`config.mk`:
```
export PLATFORM = sky130hd
export DESIGN_NAME = traffic_phase_ctrl_flat
export DESIGN_NICKNAME = d
export VERILOG_FILES = /design/src/rtl/traffic_phase_ctrl_pkg.sv /design/src/rtl/traffic_phase_ctrl_if.sv /design/src/rtl/traffic_phase_ctrl_cfg_regs.sv /design/src/rtl/traffic_phase_ctrl.sv /design/src/flat_wrapper.sv
export SDC_FILE = /design/constraint.sdc
export NUM_CORES = 1
export LEC_CHECK = 0
export ABC_AREA = 1
export ABC_CLOCK_PERIOD_IN_PS = 2300
export CAP_MARGIN = 20
export CORE_UTILIZATION = 47
export DETAILED_ROUTE_END_ITERATION = 8
export GPL_ROUTABILITY_DRIVEN = 0
export MAX_ROUTING_LAYER = met4
export PLACE_DENSITY = 0.76
export SYNTH_ARGS = -nofsm -noshare
export SYNTH_HDL_FRONTEND = slang
export SYNTH_SLANG_ARGS = --single-unit
```
`constraint.sdc`:
```
create_clock -name clk_out -period 2.3 [get_ports clk_out]
set_input_delay 0.345 -clock clk_out [delete_from_list [all_inputs] [get_ports clk_out]]
set_output_delay 0.345 -clock clk_out [all_outputs]
set_load 0.05 [all_outputs]
```
`src/rtl/traffic_phase_ctrl_pkg.sv`:
```
// Shared phase codes, lamp bit positions and duration clamp for the traffic sequencer.
package traffic_pkg;

    typedef enum logic [1:0] {
        CLEAR  = 2'd0,
        GREEN  = 2'd1,
        YELLOW = 2'd2,
        FLASH  = 2'd3
    } phase_e;

    localparam int LAMP_G = 2;
    localparam int LAMP_Y = 1;
    localparam int LAMP_R = 0;

    function automatic int unsigned clamp(input int unsigned v, input int unsigned mx);
        return (v > mx) ? mx : v;
    endfunction

endpackage

```
`src/rtl/traffic_phase_ctrl_if.sv`:
```
// Control/config inputs and lamp/display outputs of the traffic sequencer.
interface traffic_phase_ctrl_if #(
    parameter int NUM_DIR = 2,
    parameter int CNT_W   = 7
);
    import traffic_pkg::*;
    localparam int DIR_W = $clog2(NUM_DIR);

    logic                     run;
    logic                     manual_step;
    logic                     load;
    logic [NUM_DIR*CNT_W-1:0] green_sec;
    logic [CNT_W-1:0]         yellow_sec;
    logic [CNT_W-1:0]         clear_sec;
    logic [NUM_DIR-1:0]       ped_req;
    logic                     flash;
    logic [3*NUM_DIR-1:0]     lights;
    logic [DIR_W-1:0]         active_dir;
    phase_e                   phase;
    logic [CNT_W-1:0]         count;
    logic                     count_valid;

    modport master (
        output run, manual_step, load, green_sec, yellow_sec, clear_sec, ped_req, flash,
        input  lights, active_dir, phase, count, count_valid
    );

    modport slave (
        input  run, manual_step, load, green_sec, yellow_sec, clear_sec, ped_req, flash,
        output lights, active_dir, phase, count, count_valid
    );

endinterface

```
`src/rtl/traffic_phase_ctrl_cfg_regs.sv`:
```
// Clamped shadow copy of the phase durations; returns the duration of a requested phase.
module traffic_cfg_regs
    import traffic_pkg::*;
#(
    parameter int NUM_DIR    = 2,
    parameter int CNT_W      = 7,
    parameter int DIR_W      = 1,
    parameter int MAX_GREEN  = 99,
    parameter int MAX_YELLOW = 4,
    parameter int MAX_CLEAR  = 3
) (
    input  logic                           clk_out,
    input  logic                           reset,
    input  logic                           load,
    input  logic [NUM_DIR-1:0][CNT_W-1:0]  green_sec,
    input  logic [CNT_W-1:0]               yellow_sec,
    input  logic [CNT_W-1:0]               clear_sec,
    input  phase_e                         req_phase,
    input  logic [DIR_W-1:0]               req_dir,
    output logic [CNT_W-1:0]               dur
);

    logic [NUM_DIR-1:0][CNT_W-1:0] green_q;
    logic [CNT_W-1:0]              yellow_q;
    logic [CNT_W-1:0]              clear_q;

    always_ff @(posedge clk_out) begin
        if (reset) begin
            for (int d = 0; d < NUM_DIR; d++) green_q[d] <= CNT_W'(MAX_GREEN);
            yellow_q <= CNT_W'(MAX_YELLOW);
            clear_q  <= CNT_W'(MAX_CLEAR);
        end else if (load) begin
            for (int d = 0; d < NUM_DIR; d++)
                green_q[d] <= CNT_W'(clamp(32'(green_sec[d]), MAX_GREEN));
            yellow_q <= CNT_W'(clamp(32'(yellow_sec), MAX_YELLOW));
            clear_q  <= CNT_W'(clamp(32'(clear_sec), MAX_CLEAR));
        end
    end

    always_comb begin
        case (req_phase)
            GREEN:   dur = green_q[req_dir];
            YELLOW:  dur = yellow_q;
            default: dur = clear_q;
        endcase
    end

endmodule

```
`src/rtl/traffic_phase_ctrl.sv`:
```
// Multi-approach traffic sequencer: GREEN(a) -> YELLOW(a) -> CLEAR -> GREEN(a+1),
// with load clamping, pedestrian truncation, manual stepping and night flash.
module traffic_phase_ctrl
    import traffic_pkg::*;
#(
    parameter int NUM_DIR    = 2,
    parameter int CNT_W      = 7,
    parameter int MAX_GREEN  = 99,
    parameter int MAX_YELLOW = 4,
    parameter int MAX_CLEAR  = 3,
    parameter int PED_CUT    = 5
) (
    input logic                 clk_out,
    input logic                 reset,
    traffic_phase_ctrl_if.slave bus
);

    localparam int DIR_W = $clog2(NUM_DIR);
    typedef logic [CNT_W-1:0] cnt_t;
    localparam cnt_t       PED_CUT_C = cnt_t'(PED_CUT);
    localparam logic [2:0] L_G = 3'(1 << LAMP_G);
    localparam logic [2:0] L_Y = 3'(1 << LAMP_Y);
    localparam logic [2:0] L_R = 3'(1 << LAMP_R);

    phase_e ph_q, ph_n, tgt_ph;
    logic [DIR_W-1:0] dir_q, dir_n, tgt_dir, dir_inc;
    cnt_t cnt_q, cnt_n, tgt_dur, cur_new;
    logic [NUM_DIR-1:0] pend_q, pend_n, eff_pend, act_mask, tgt_mask;
    logic trunc_q, trunc_n, fon_q, fon_n, cv_q, cv_n, step_q;
    logic step_edge, other_pend, go;
    logic [NUM_DIR-1:0][CNT_W-1:0] green_arr;
    logic [NUM_DIR-1:0][2:0]       lamp;

    assign green_arr  = bus.green_sec;
    assign step_edge  = bus.manual_step & ~step_q;
    assign dir_inc    = (dir_q == DIR_W'(NUM_DIR-1)) ? '0 : dir_q + 1'b1;
    assign act_mask   = NUM_DIR'(1) << dir_q;
    assign tgt_mask   = NUM_DIR'(1) << tgt_dir;
    assign eff_pend   = pend_q | bus.ped_req;
    assign other_pend = |(eff_pend & ~act_mask);

    // Successor of the current phase; leaving FLASH always lands in CLEAR.
    always_comb begin
        tgt_ph  = CLEAR;
        tgt_dir = dir_q;
        case (ph_q)
            CLEAR:   begin tgt_ph = GREEN; tgt_dir = dir_inc; end
            GREEN:   tgt_ph = YELLOW;
            default: tgt_ph = CLEAR;
        endcase
    end

    traffic_cfg_regs #(
        .NUM_DIR(NUM_DIR), .CNT_W(CNT_W), .DIR_W(DIR_W),
        .MAX_GREEN(MAX_GREEN), .MAX_YELLOW(MAX_YELLOW), .MAX_CLEAR(MAX_CLEAR)
    ) u_cfg (
        .clk_out   (clk_out),
        .reset     (reset),
        .load      (bus.load),
        .green_sec (green_arr),
        .yellow_sec(bus.yellow_sec),
        .clear_sec (bus.clear_sec),
        .req_phase (tgt_ph),
        .req_dir   (tgt_dir),
        .dur       (tgt_dur)
    );

    // Clamped value being loaded this tick for the phase currently running.
    always_comb begin
        case (ph_q)
            GREEN:   cur_new = CNT_W'(clamp(32'(green_arr[dir_q]), MAX_GREEN));
            YELLOW:  cur_new = CNT_W'(clamp(32'(bus.yellow_sec), MAX_YELLOW));
            default: cur_new = CNT_W'(clamp(32'(bus.clear_sec), MAX_CLEAR));
        endcase
    end

    always_comb begin
        ph_n    = ph_q;
        dir_n   = dir_q;
        cnt_n   = cnt_q;
        trunc_n = trunc_q;
        fon_n   = 1'b1;
        cv_n    = bus.run;
        pend_n  = eff_pend;
        go      = 1'b0;
        if (bus.flash) begin
            ph_n  = FLASH;
            cnt_n = '0;
            cv_n  = 1'b0;
            fon_n = (ph_q == FLASH) ? ~fon_q : 1'b1;
        end else if (ph_q == FLASH) begin
            go = 1'b1;
        end else if (!bus.run) begin
            go = step_edge;
        end else if (bus.load && cnt_q > cur_new) begin
            cnt_n = cur_new;
        end else if (ph_q == GREEN && !trunc_q && other_pend && cnt_q > PED_CUT_C) begin
            cnt_n   = PED_CUT_C;
            trunc_n = 1'b1;
        end else if (cnt_q == '0) begin
            go = 1'b1;
        end else begin
            cnt_n = cnt_q - 1'b1;
        end
        if (go) begin
            ph_n  = tgt_ph;
            dir_n = tgt_dir;
            cnt_n = tgt_dur;
            if (tgt_ph == GREEN) begin
                trunc_n = 1'b0;
                pend_n  = (pend_q & ~tgt_mask) | bus.ped_req;
            end
        end
    end

    always_ff @(posedge clk_out) begin
        if (reset) begin
            ph_q    <= CLEAR;
            dir_q   <= DIR_W'(NUM_DIR-1);
            cnt_q   <= '0;
            pend_q  <= '0;
            trunc_q <= 1'b0;
            fon_q   <= 1'b0;
            cv_q    <= 1'b0;
            step_q  <= 1'b0;
        end else begin
            ph_q    <= ph_n;
            dir_q   <= dir_n;
            cnt_q   <= cnt_n;
            pend_q  <= pend_n;
            trunc_q <= trunc_n;
            fon_q   <= fon_n;
            cv_q    <= cv_n;
            step_q  <= bus.manual_step;
        end
    end

    for (genvar d = 0; d < NUM_DIR; d++) begin : g_lamp
        logic own;
        assign own     = (dir_q == DIR_W'(d));
        assign lamp[d] = (ph_q == FLASH)          ? (fon_q ? L_Y : 3'b000) :
                         (own && ph_q == GREEN)   ? L_G :
                         (own && ph_q == YELLOW)  ? L_Y : L_R;
    end

    assign bus.lights      = lamp;
    assign bus.active_dir  = dir_q;
    assign bus.phase       = ph_q;
    assign bus.count       = cnt_q;
    assign bus.count_valid = cv_q;

endmodule

```
`src/flat_wrapper.sv`:
```
// flat-port wrapper written by rule: the top's interface ports become plain ports
module traffic_phase_ctrl_flat import traffic_pkg::*;
#(
    parameter int NUM_DIR    = 2,
    parameter int CNT_W      = 7,
    parameter int MAX_GREEN  = 99,
    parameter int MAX_YELLOW = 4,
    parameter int MAX_CLEAR  = 3,
    parameter int PED_CUT    = 5
)
  (clk_out, reset, bus_run, bus_manual_step, bus_load, bus_green_sec, bus_yellow_sec, bus_clear_sec, bus_ped_req, bus_flash, bus_lights, bus_active_dir, bus_phase, bus_count, bus_count_valid);
  traffic_phase_ctrl_if #(.NUM_DIR(NUM_DIR), .CNT_W(CNT_W)) bus_i ();
  input logic clk_out;
  input logic reset;
  input wire logic [$bits(bus_i.run)-1:0] bus_run;
  input wire logic [$bits(bus_i.manual_step)-1:0] bus_manual_step;
  input wire logic [$bits(bus_i.load)-1:0] bus_load;
  input wire logic [$bits(bus_i.green_sec)-1:0] bus_green_sec;
  input wire logic [$bits(bus_i.yellow_sec)-1:0] bus_yellow_sec;
  input wire logic [$bits(bus_i.clear_sec)-1:0] bus_clear_sec;
  input wire logic [$bits(bus_i.ped_req)-1:0] bus_ped_req;
  input wire logic [$bits(bus_i.flash)-1:0] bus_flash;
  output wire logic [$bits(bus_i.lights)-1:0] bus_lights;
  output wire logic [$bits(bus_i.active_dir)-1:0] bus_active_dir;
  output wire logic [$bits(bus_i.phase)-1:0] bus_phase;
  output wire logic [$bits(bus_i.count)-1:0] bus_count;
  output wire logic [$bits(bus_i.count_valid)-1:0] bus_count_valid;
  assign bus_i.run = bus_run;
  assign bus_i.manual_step = bus_manual_step;
  assign bus_i.load = bus_load;
  assign bus_i.green_sec = bus_green_sec;
  assign bus_i.yellow_sec = bus_yellow_sec;
  assign bus_i.clear_sec = bus_clear_sec;
  assign bus_i.ped_req = bus_ped_req;
  assign bus_i.flash = bus_flash;
  assign bus_lights = bus_i.lights;
  assign bus_active_dir = bus_i.active_dir;
  assign bus_phase = bus_i.phase;
  assign bus_count = bus_i.count;
  assign bus_count_valid = bus_i.count_valid;
  traffic_phase_ctrl #(.NUM_DIR(NUM_DIR), .CNT_W(CNT_W), .MAX_GREEN(MAX_GREEN), .MAX_YELLOW(MAX_YELLOW), .MAX_CLEAR(MAX_CLEAR), .PED_CUT(PED_CUT)) u_core (.clk_out(clk_out), .reset(reset), .bus(bus_i));
endmodule
```
==> qor.yml <==
clocking:
  cts_tree: "done"
  cts_hold_buf: 0
  clk_latency_ns: 0.30
  cts-htree-levels: 2
  cts-root-buf: "clkbuf_8"
  clkSinkCount: 44
  cts_max_path_buffers: 2
  clk_pin_slew_ns: 0.09
  numCtsBuffers: 5
drt:
  drc_errors: 0
  firstDrtPassIters: 6
  ant_nets: 0
  wl_mm: 8.95
  viasPerCell: 5.46
  vias: 3257
  dr.first_iter.drc_count: 338
  drt-wirelength-per-cell_um: 15.0
placed_design:
  hpwl_mm: 6.43
  dp.cells: 581
  port_buffers: 52
  place_area_um2: 3790
grt:
  grt_overflow: 0
  grt_usage_pct: 30.4
  grt_max_degree: 21
  grt_pass1_vias: 3187
  grt_pass1_wl_mm: 14.5
  antenna_found_initial: 0
pwr:
  power_frac_comb_pct: 61.5
  clockPowerShare_pct: 14.3
  power_density_nw_per_um2: 935
  internal_power_mw: 2.05
  p_total_mw: 3.89
  p_sw_mw: 1.85
  switching_share_pct: 47.4
  p_leak_nw: 1.95
  seq_power_share_pct: 24.2
  ir_drop_uv: 624
yosys:
  synthesis.area_um2: 2800
  synth_cell_types: 37
  synth.area.top_cells: "dfxtp_1 (31%), nand2_1 (12%), inv_1 (9.6%)"
  syn_avg_cell_area_um2: 6.59
  netlist_instances: 425
  synth_edf_count: 0
  ys_warn_count: 0
  synthesis.nets: 474
  synth_async_sr_flop_share_pct: 0
  synthFlopType: "dfxtp_1"
  synth_common_cells: "nand2_1 (91), inv_1 (72), nor2_1 (62), dfxtp_1 (44), o21ai_0 (30)"
  netlist.area_leader.share_pct: 31.4
  synth_most_common_cell: "nand2_1"
  synth_largest_area_cell: "dfxtp_1"
  ys_ff_latch: 44
  synth_seq_area_share_pct: 31.4
sta:
  period_minus_slack_ns: 2.57
  setup_viol: 13
  holdWs_ns: 0.446
  fmax_mhz: 389
  tightest_slew_ns: 0.539
  slew-limit-headroom_pct: 64.0
  clock_skew_ns: 0.00508
  final-hold-violation-count: 0
  drv_slew: 0
  fin_setup_tns_ns: -2.40
  rsz0062_at_grt: "true"
  worst_slack_ns: -0.269
  period_share_pct: 112
hold_path:
  hp-class: "flop to flop"
setup_path:
  crit_path_start_kind: "flop"
  critPathRequiredTime_ns: 2.50
  endpoint_kind: "flop"
  reg2reg_slack_ns: -0.27
  rr_worst_depth: 18
  critical_path.endpoint: "u_core.bus.count[2]$_SDFFE_PP0P_"
  startpoint: "u_core.bus.phase[0]$_SDFFE_PP0P_"
  arrival_ns: 2.77
  r2r-start: "u_core.bus.phase[0]$_SDFFE_PP0P_"
  r2r-end: "u_core.bus.count[2]$_SDFFE_PP0P_"
  cp_max_fo: 8
  crit_type: "flop to flop"
floorplanning:
  std_cell_rows: 27
  core_um2: 5640
  start_util_pct: 49.7
  io_pins: 53
  die_area_um2: 6270
  die_h_um: 79.2
  die_width_um: 79.2
finish:
  drive_above_1_share_pct: 27.7
  layout.cells.non_filler: 596
  num_antenna_cells: 0
  final.fill_count: 432
  final_nets: 572
  fin_area_um2: 4170
  area_growth_pct: 48.7
  multi_input_area_um2: 1870
  ff_latch_area_um2: 892
status:
  violations: "negative setup slack"
  status: "complete, but fails checks"
job:
  cap_violations: 0
[per-layer routing]
layer	track usage (%)	vias up	routed length [µm]
met5	-	-	0
met4	13.1	0	346
met3	5.29	47	736
met2	48.7	188	4130
met1	37.6	1464	3740
li1	-	1558	-
[worst min path at each step]
stage                                                startpoint                               endpoint  slack [ns]  depth (start not counted)
after CTS                  u_core.u_cfg.clear_q[5]$_SDFFE_PP0P_   u_core.u_cfg.clear_q[5]$_SDFFE_PP0P_        0.44                          2
after floorplan            u_core.u_cfg.clear_q[3]$_SDFFE_PP0P_   u_core.u_cfg.clear_q[3]$_SDFFE_PP0P_        0.41                          2
final                     u_core.u_cfg.yellow_q[5]$_SDFFE_PP0P_  u_core.u_cfg.yellow_q[5]$_SDFFE_PP0P_        0.45                          2
after global placement     u_core.u_cfg.clear_q[2]$_SDFFE_PP0P_   u_core.u_cfg.clear_q[2]$_SDFFE_PP0P_        0.42                          2
after detailed placement   u_core.u_cfg.clear_q[5]$_SDFFE_PP0P_   u_core.u_cfg.clear_q[5]$_SDFFE_PP0P_        0.43                          2
after global routing      u_core.u_cfg.yellow_q[3]$_SDFFE_PP0P_  u_core.u_cfg.yellow_q[3]$_SDFFE_PP0P_        0.46                          2
[final cells by class]
type,count,area share [%]
Clock buffer,6,2.25
Clock inverter,2,0.300
Inverter,76,7.33
Multi-Input combinational cell,297,44.8
Sequential cell,44,21.4
Tap cell,72,2.16
Timing Repair Buffer,99,21.7
[critical path, cell delays in order (launching register included)]
cell and delay, ns:
dfxtp_4 0.38, inv_4 0.04, ha_4 0.32, nand2_8 0.09
nor2_2 0.13, nand2_2 0.08, ha_1 0.27, nand2_1 0.05
nor2_2 0.16, nand2_1 0.09, nand2_2 0.09, nand2_4 0.10
nand3_4 0.10, nand3_4 0.13, buf_4 0.16, nand3_1 0.06
nand2_1 0.07, nor2_1 0.09, nor2_1 0.05
[cells by family (layout without fill, tap and decap cells)]
| group | count (synthesis) | count (layout) | share of synthesized area [%] |
|---|---|---|---|
| buffers and inverters | 85 | 183 | 12.3 |
| adder cells (fa/ha/maj) | 13 | 13 | 5.81 |
| AND/OR/NAND/NOR | 208 | 209 | 34.4 |
| flip-flops | 44 | 44 | 31.4 |
| AO/OA/AOI/OAI | 72 | 72 | 15.1 |
| XOR/XNOR | 3 | 3 | 0.938 |
[layout by cell type, fill, tap and decap left out, drive strengths merged, types with 2 or more instances in the layout]
| cell | instances |
|---|---|
| nand3 | 23 |
| clkbuf | 6 |
| o32ai | 5 |
| dlygate4sd2 | 12 |
| nor3 | 5 |
| xor2 | 3 |
| inv | 76 |
| o21ai | 33 |
| clkdlybuf4s50 | 32 |
| buf | 53 |
| o31ai | 2 |
| and2 | 2 |
| a21oi | 23 |
| ha | 13 |
| dlymetal6s2s | 2 |
| dfxtp | 44 |
| nand2 | 100 |
| nor2 | 68 |
| o211ai | 2 |
| nand4 | 10 |
| o221ai | 2 |
[timing repair]
action,CTS,global route
pin swaps,26,27
gates cloned,1,0
setup buffers,3,3
gates resized for setup,45,36
hold endpoints to repair,0,0
setup endpoints to repair,13,13
[registers in the layout, summed over array words and instances, names as in the netlist]
signal / flops
u_core.step_q: 1
u_core.u_cfg.green_q: 14
u_core.bus.active_dir: 1
u_core.bus.count: 7
u_core.fon_q: 1
u_core.pend_q: 2
u_core.bus.count_valid: 1
u_core.u_cfg.yellow_q: 7
u_core.u_cfg.clear_q: 7
u_core.trunc_q: 1
u_core.bus.phase: 2
[power by group through the flow]
stage / registers [mW] / logic [mW] / clock network, mW
floorplan: 1.09 / 1.28 / 0
global placement: 0.955 / 2.07 / 0
detailed placement: 0.957 / 2.11 / 0
CTS: 0.944 / 2.21 / 0.558
global route: 0.953 / 2.59 / 0.596
finish: 0.942 / 2.40 / 0.556
[metrics by stage]
step                utilization, %  worst slack, ns
finish                        73.8           -0.269
detailed placement            67.2           -0.648
CTS                           71.4           -0.185
floorplan                        -          -0.0360
global placement              67.2           -0.602
global route                  73.8           -0.366
Power figures use the tool's default switching activity.
